==> config.mk <==
export PLATFORM = sky130hd
export DESIGN_NAME = prewish_button_events
export DESIGN_NICKNAME = d
export VERILOG_FILES = /design/src/rtl/prewish_button_events_pkg.sv /design/src/rtl/prewish_button_events_tick_edge.sv /design/src/rtl/prewish_button_events.sv
export SDC_FILE = /design/constraint.sdc
export NUM_CORES = 1
export LEC_CHECK = 0
export BUFFER_PORTS_ARGS = -buffer_cell sky130_fd_sc_hd__buf_4
export CAP_MARGIN = 0
export CELL_PAD_IN_SITES_DETAIL_PLACEMENT = 0
export CELL_PAD_IN_SITES_GLOBAL_PLACEMENT = 2
export CORE_AREA = 2 2 64 66
export DETAILED_ROUTE_END_ITERATION = 16
export DIE_AREA = 0 0 66 68
export GPL_ROUTABILITY_DRIVEN = 0
export HOLD_SLACK_MARGIN = 0.05
export PLACE_DENSITY = 0.74
export SETUP_SLACK_MARGIN = 0.4
export SYNTH_ARGS = -nofsm -noshare
export SYNTH_HDL_FRONTEND = slang
export SYNTH_SLANG_ARGS = --single-unit
==> constraint.sdc <==
create_clock -name CLK_I -period 2.5 [get_ports CLK_I]
set_input_delay 0.375 -clock CLK_I [delete_from_list [all_inputs] [get_ports CLK_I]]
set_output_delay 0.375 -clock CLK_I [all_outputs]
set_load 0.02 [all_outputs]
==> src/rtl/prewish_button_events_pkg.sv <==
// Shared types for the button-event classifier: FSM states, event codes and
// the event-byte packing helper.
package prewish_button_events_pkg;

    typedef enum logic [2:0] {
        ST_IDLE           = 3'd0,
        ST_PRESSED        = 3'd1,
        ST_LONG_HELD      = 3'd2,
        ST_WAIT_SECOND    = 3'd3,
        ST_SECOND_PRESSED = 3'd4
    } state_e;

    localparam logic [1:0] EV_SHORT  = 2'b01;
    localparam logic [1:0] EV_LONG   = 2'b10;
    localparam logic [1:0] EV_DOUBLE = 2'b11;

    // Event byte layout: [7:4] sequence count, [3:2] zero, [1:0] event code.
    function automatic logic [7:0] pack_event(input logic [3:0] seq, input logic [1:0] code);
        return {seq, 2'b00, code};
    endfunction

endpackage

==> src/rtl/prewish_button_events_tick_edge.sv <==
// Rising-edge detector for a slow divider level sampled in the system clock.
// One o_rise pulse per low-to-high transition of i_level.
module prewish_button_events_tick_edge (
    input  logic i_clk,
    input  logic i_srst,
    input  logic i_level,
    output logic o_rise
);

    logic r_level_q;

    always_ff @(posedge i_clk) begin
        if (i_srst) begin
            r_level_q <= 1'b0;
        end else begin
            r_level_q <= i_level;
        end
    end

    assign o_rise = i_level & ~r_level_q;

endmodule

==> src/rtl/prewish_button_events.sv <==
// Classifies the debounced button level into SHORT / LONG / DOUBLE events timed
// by slow-clock ticks, emitting a one-cycle strobe plus a held event byte.
module prewish_button_events
    import prewish_button_events_pkg::*;
#(
    parameter int LONG_TICKS = 8,
    parameter int DBL_TICKS  = 3,
    parameter int CT_BITS    = 8
) (
    input  logic       CLK_I,
    input  logic       RST_I,
    input  logic       STB_I,
    input  logic [7:0] DAT_I,
    input  logic       i_tick,
    output logic       STB_O,
    output logic [7:0] DAT_O,
    output logic       o_busy
);

    localparam logic [CT_BITS-1:0] LONG_LAST = CT_BITS'(LONG_TICKS - 1);
    localparam logic [CT_BITS-1:0] DBL_LAST  = CT_BITS'(DBL_TICKS - 1);

    state_e             r_state;
    logic               r_press;
    logic [CT_BITS-1:0] r_cnt;
    logic [3:0]         r_seq;
    logic               r_stb;
    logic [7:0]         r_dat;
    logic               w_tick_rise;
    logic [3:0]         w_seq_next;
    logic               w_unused_dat;

    assign w_unused_dat = ^DAT_I[7:1];
    assign w_seq_next   = r_seq + 4'd1;

    prewish_button_events_tick_edge u_tick_edge (
        .i_clk   (CLK_I),
        .i_srst  (RST_I),
        .i_level (i_tick),
        .o_rise  (w_tick_rise)
    );

    always_ff @(posedge CLK_I) begin
        if (RST_I) begin
            r_state <= ST_IDLE;
            r_press <= 1'b0;
            r_cnt   <= '0;
            r_seq   <= '0;
            r_stb   <= 1'b0;
            r_dat   <= 8'h00;
        end else begin
            r_stb <= 1'b0;
            if (STB_I) begin
                r_press <= DAT_I[0];
            end

            // Level changes are checked before ticks so release/press win ties.
            unique case (r_state)
                ST_IDLE: begin
                    if (r_press) begin
                        r_state <= ST_PRESSED;
                        r_cnt   <= '0;
                    end
                end
                ST_PRESSED: begin
                    if (!r_press) begin
                        r_state <= ST_WAIT_SECOND;
                        r_cnt   <= '0;
                    end else if (w_tick_rise) begin
                        if (r_cnt == LONG_LAST) begin
                            r_state <= ST_LONG_HELD;
                            r_cnt   <= '0;
                            r_stb   <= 1'b1;
                            r_dat   <= pack_event(w_seq_next, EV_LONG);
                            r_seq   <= w_seq_next;
                        end else begin
                            r_cnt <= r_cnt + CT_BITS'(1);
                        end
                    end
                end
                ST_LONG_HELD: begin
                    if (!r_press) begin
                        r_state <= ST_IDLE;
                        r_cnt   <= '0;
                    end
                end
                ST_WAIT_SECOND: begin
                    if (r_press) begin
                        r_state <= ST_SECOND_PRESSED;
                        r_cnt   <= '0;
                    end else if (w_tick_rise) begin
                        if (r_cnt == DBL_LAST) begin
                            r_state <= ST_IDLE;
                            r_cnt   <= '0;
                            r_stb   <= 1'b1;
                            r_dat   <= pack_event(w_seq_next, EV_SHORT);
                            r_seq   <= w_seq_next;
                        end else begin
                            r_cnt <= r_cnt + CT_BITS'(1);
                        end
                    end
                end
                ST_SECOND_PRESSED: begin
                    if (!r_press) begin
                        r_state <= ST_IDLE;
                        r_cnt   <= '0;
                        r_stb   <= 1'b1;
                        r_dat   <= pack_event(w_seq_next, EV_DOUBLE);
                        r_seq   <= w_seq_next;
                    end
                end
                default: begin
                    r_state <= ST_IDLE;
                    r_cnt   <= '0;
                end
            endcase
        end
    end

    assign STB_O  = r_stb;
    assign DAT_O  = r_dat;
    assign o_busy = (r_state != ST_IDLE);

endmodule

Word level (Yosys, flattened, before mapping)
Cells that the tools add are included.
{"block": "classes", "addsub": 2, "n_mul": 0, "n_div": 0, "n_lt_le_gt_ge": 0, "n_eq_ne": 19, "shifts": 0, "muxes": 42, "bitwise_logic": 2, "n_reduce_logical": 7}
{"cell": "2-to-1 mux 8 bit", "count": 15}
{"cell": "case mux 8 bit (4 select lines)", "count": 1}
{"cell": "2-to-1 mux 4 bit", "count": 7}
{"cell": "2-to-1 mux 3 bit", "count": 8}
{"cell": "case mux 8 bit (3 select lines)", "count": 1}
{"cell": "inequality test 2 bit (second input constant)", "count": 7}
{"cell": "case mux 3 bit (4 select lines)", "count": 1}
{"cell": "case mux 4 bit (3 select lines)", "count": 1}
{"cell": "adder 8 x 1 -> 8 bit (second input constant)", "count": 1}
{"cell": "== test 8 x 2 -> 1 bit (second input constant)", "count": 1}
{"cell": "== test 8 x 3 -> 1 bit (second input constant)", "count": 1}
{"cell": "AND reduction 8 bit", "count": 1}
{"cell": "2-to-1 mux 1 bit", "count": 7}
{"cell": "== test 3 x 2 -> 1 bit (second input constant)", "count": 2}
{"cell": "inequality test 3 x 2 -> 1 bit (second input constant)", "count": 2}
{"cell": "inequality test 3 bit (second input constant)", "count": 2}
{"cell": "AND reduction 6 bit", "count": 1}
{"cell": "nonzero test 3 bit", "count": 2}
{"cell": "adder 4 x 1 -> 4 bit (second input constant)", "count": 1}
{"cell": "inequality test 2 x 1 -> 1 bit (second input constant)", "count": 2}
{"cell": "AND reduction 4 bit", "count": 1}
{"cell": "== test 3 x 1 -> 1 bit (second input constant)", "count": 1}
{"cell": "== test 3 bit (second input constant)", "count": 1}
{"cell": "logical NOT 3 bit", "count": 1}
{"cell": "4 further kinds", "count": 4}
{"block": "word_totals", "reg_bits": 26, "latch_bits": 0, "mem_bits_rw": 0, "rom_bits": 0, "in_bits": 12, "out_inout_bits": 10, "elab_cells": 79, "mem_count": 0}

Depth between registers and ports, before layout
{"block": "depth", "ltp_word": 5, "depth_mapped": 7, "ltp_nobuf": 7}

Hierarchy
A second synthesis with hierarchy kept.
{"block": "unflattened", "hier_cells": 141, "hier_area_um2": 1176.1}
{"module": "prewish_button_events", "n_inst": 1, "cells_per_inst": 138, "area_per_inst_um2": 1128.6, "seq_area_each_um2": 380.4}
{"module": "prewish_button_events_tick_edge", "n_inst": 1, "cells_per_inst": 3, "area_per_inst_um2": 47.5, "seq_area_each_um2": 20.0}

Least setup slack after synthesis
No wires, ideal clock.
{"block": "synth_timing", "path_kind": "register to register", "start": "register r_cnt[1]", "end": "register r_dat[7], in the netlist DAT_O[7]", "setup_ns": 0.070, "arrival_time_ns": 1.752, "required_time_ns": 2.430, "slack_ns": 0.677, "path_stages_with_launch": 7, "n_path_buf": 0, "period_less_slack_ns": 1.823, "path_cell_list": "dfxtp_1 ha_1 nand4b_4 a2111oi_4 o22ai_4 or3_1 a21oi_1"}
{"block": "synth_via", "elab_chain_cells": 3, "elab_cells_between_ends": 5, "classes_between": "eq/ne: 4; reduce/logical: 1"}
{"element": "from (decl)", "line_no": "prewish_button_events.sv:25", "source": "logic [CT_BITS-1:0] r_cnt;"}
{"element": "from (signal assigned)", "line_no": "prewish_button_events.sv:77", "source": "r_cnt <= r_cnt + CT_BITS'(1);"}
{"element": "from (signal assigned)", "line_no": "prewish_button_events.sv:99", "source": "r_cnt <= r_cnt + CT_BITS'(1);"}
{"element": "== test 8 x 2 -> 1 bit / == test 8 x 3 -> 1 bit (equally long branches)", "line_no": "prewish_button_events.sv:92, prewish_button_events.sv:70"}
{"element": "inequality test 2 bit (no line)"}
{"element": "AND reduction 8 bit (no line) *"}
{"element": "to (signal assigned)", "line_no": "prewish_button_events.sv:74", "source": "r_dat <= pack_event(w_seq_next, EV_LONG);"}
{"element": "to (signal assigned)", "line_no": "prewish_button_events.sv:96", "source": "r_dat <= pack_event(w_seq_next, EV_SHORT);"}
{"element": "to (signal assigned)", "line_no": "prewish_button_events.sv:108", "source": "r_dat <= pack_event(w_seq_next, EV_DOUBLE);"}
{"element": "to (decl)", "line_no": "prewish_button_events.sv:28", "source": "logic [7:0] r_dat;"}
Mark *: on every way between the ends. The rest lies on a longest branch, timed or not.
A chain may end at the register's enable or synchronous reset.

Final worst setup path
Same ends and word-level chain as after synthesis.

==> results.sh <==
export IMPL_synth_cells=129
export IMPL_cts_root_buf="clkbuf_8"
export IMPL_clk_latency_ps=260
export IMPL_synthTopCellsByArea="dfxtp_1 (34%), nand3_1 (3.9%), ha_1 (3.2%)"
export IMPL_fin_skew_ps=5.97
export IMPL_outcome="complete, no violations"
export IMPL_grt_pass1_vias=941
export IMPL_relSlewSlack_pct=60.6
export IMPL_dieHeight_um=68
export IMPL_rows=23
export IMPL_synth_area_per_cell_sq_um=9.05
export IMPL_design_area_sq_um=1350
export IMPL_tightest_slew_ps=591
export IMPL_synthTopCellsByCount="dfxtp_1 (20), nor2_1 (10), nand3_1 (9), nand2_1 (8), a21oi_1 (6)"
export IMPL_synthFlopType="dfxtp_1"
export IMPL_core_sq_um=3860
export IMPL_ctsHtreeMaxLevel=1
export IMPL_critPathCaptureType="flop"
export IMPL_fin_util_pct=35.0
export IMPL_grt_max_degree=19
export IMPL_critical_path_top_delay_family="compound AO/OA/AOI/OAI gates"
export IMPL_hold_buffers=0
export IMPL_first_pass_iters=4
export IMPL_initial_core_util_pct=30.3
export IMPL_clk_path_buf_depth=2
export IMPL_wl_per_cell_um=13.4
export IMPL_drive_gt1_share_pct=21.0
export IMPL_slowest_delay_ps=440
export IMPL_pin_count=22
export IMPL_die_x_um=66
export IMPL_hp_class="input port to flop"
export IMPL_fill_cells=408
export IMPL_p_leak_nw=0.528
export IMPL_grt_usage_pct=12.6
export IMPL_rsz0062_at_grt="false"
export IMPL_ant_nets=0
export IMPL_grt_overflow_total=0
export IMPL_dp_slack_ps=485
export IMPL_postPlaceCellArea_sq_um=1270
export IMPL_syn_area_sq_um=1170
export IMPL_critPathKind="flop to flop"
export IMPL_drt_first_iter_violations=32
export IMPL_drcViolationCount=0
export IMPL_synth_seq_cells=20
export IMPL_period_needed_ps=1980
export IMPL_crit_chain="ha_2, nand4b_4, a2111oi_4, o22ai_4, or3_1, a21oi_1"
export IMPL_fin_crit_sh_pct=79.4
export IMPL_startpoint_type="flop"
export IMPL_cts_sinks=20
export IMPL_place_inst=184
export IMPL_peakVddDrop_mv=0.188
export IMPL_fmax_ghz=0.504
export IMPL_port_buffers=12
export IMPL_slew_violations=0
export IMPL_holdWs_ps=329
export IMPL_dp_hpwl_um=1800
export IMPL_crit_buf_inv=0
export IMPL_cpMaxStageDelayCell="a2111oi_4"
export IMPL_grt_pass1_wl_um=4400
export IMPL_async_reset_ff_share_pct=0
export IMPL_diodes=0
export IMPL_tritoncts="yes"
export IMPL_ys_seq_area_share_pct=34.3
export IMPL_crit_fanout=9
export IMPL_synth_cell_types=47
export IMPL_required_ps=2700
export IMPL_setup_violations_final=0
export IMPL_fin_tns_setup_ps=0
export IMPL_vias_per_cell=5.12
export IMPL_synth_most_common_cell="dfxtp_1"
export IMPL_die_area_sq_um=4490
export IMPL_numCtsBuffers=3
export IMPL_synth_edf_count=0
export IMPL_final_setup_worst_slack_ps=515
export IMPL_postRouteWirelength_um=2510
export IMPL_power_density_nw_per_um2=567
export IMPL_cts_reportedPaths_clkPinSlew_ps=80
export IMPL_synth_top_cell_by_area="dfxtp_1"
export IMPL_vias=963
export IMPL_yosysTopAreaCellShare_pct=34.3
export IMPL_max_cap_violations=0
export IMPL_layoutNonFillerInstCount=188
export IMPL_antenna_found_initial=0
export IMPL_power_total_mw=0.765
export IMPL_area_growth_pct=15.5
export IMPL_critPathArrivalTime_ps=2180
export IMPL_synth_warnings=0
export IMPL_hold_viol_final=0
export IMPL_final_nets=154
-- cell families (layout without fill, tap and decap cells) --
logic type                 count (synthesis)  count (layout)  synth area share (%)
and+or+nand+nor                           56              56                  28.9
DFF                                       20              20                  34.3
muxes                                      3               3                  2.57
buffers and inverters                     14              22                  6.64
AOI/OAI and AO/OA                         28              28                  21.0
other                                      1               2                 0.321
xor gates and xnor gates                   4               4                  3.00
adders and majority gates                  3               3                  3.22
-- layer usage --
metal | global-route usage, % | wire, um | share of wire, %
met5 | 0 | 0 | 0
met4 | 3.83 | 24 | 0.96
met3 | 2.47 | 116 | 4.6
met2 | 21.0 | 1140 | 46
met1 | 16.6 | 1230 | 49
-- cells in the final DEF (no fill, tap or decap), types with 2 or more instances in the layout --
cell / synthesis / final
dfxtp_1: 20 / 18
buf_4: 2 / 13
nor2_1: 10 / 10
nand3_1: 9 / 9
nand2_1: 8 / 8
a21oi_1: 6 / 6
inv_1: 5 / 5
or3_1: 5 / 5
nand2b_1: 5 / 5
mux2i_1: 3 / 3
xor2_1: 3 / 3
nand3b_1: 3 / 3
o21ai_0: 3 / 3
nor3_1: 3 / 3
clkbuf_8: 0 / 3
nor2b_1: 2 / 2
a211oi_1: 2 / 2
o31ai_1: 2 / 2
nor4_2: 2 / 2
a31oi_1: 2 / 2
ha_1: 3 / 2
conb_1: 1 / 2
dfxtp_2: 0 / 2
-- worst paths after layout --
path             from                     to  slack (ps)  cells after the start
max          r_cnt[1]               DAT_O[7]         520                      6
min reg2reg  DAT_O[0]               DAT_O[0]         480                      2
max reg2reg  r_cnt[1]               DAT_O[7]         520                      6
min            i_tick  u_tick_edge.r_level_q         330                      2
-- flip-flops by register name (all words and copies together), names as in the netlist --
name / cells
r_cnt: 8
DAT_O: 3
r_seq: 3
r_state: 3
STB_O: 1
r_press: 1
u_tick_edge.r_level_q: 1
-- repair_timing --
item | 4_1_cts | 5_1_grt
buffers inserted | 0 | 0
resized for setup | 0 | 3
setup endpoints to repair | 0 | 3
-- cell type report --
| type | instances | area (sq um) | area share [%] |
|---|---|---|---|
| multi-input cells | 96 | 696 | 51.6 |
| clock buffers | 3 | 41.3 | 3.06 |
| repair buffers | 13 | 97.6 | 7.24 |
| well taps | 50 | 62.6 | 4.64 |
| flip-flops and latches | 20 | 403 | 29.9 |
| clock inverters | 1 | 30.0 | 2.23 |
| inverters | 5 | 18.8 | 1.39 |
-- worst register-to-register path, cell delays in order (launching register included) --
cell and delay [ps]:
dfxtp_1 390, ha_2 290, nand4b_4 130, a2111oi_4 440
o22ai_4 170, or3_1 360, a21oi_1 140
-- power breakdown --
group	internal (mW)	total, mW	switching [mW]	leakage (nW)
combinational	0.0383	0.0966	0.0583	0.329
sequential	0.326	0.337	0.0113	0.163
clock	0.214	0.332	0.118	0.0357
(Power assumes the default switching activity.)
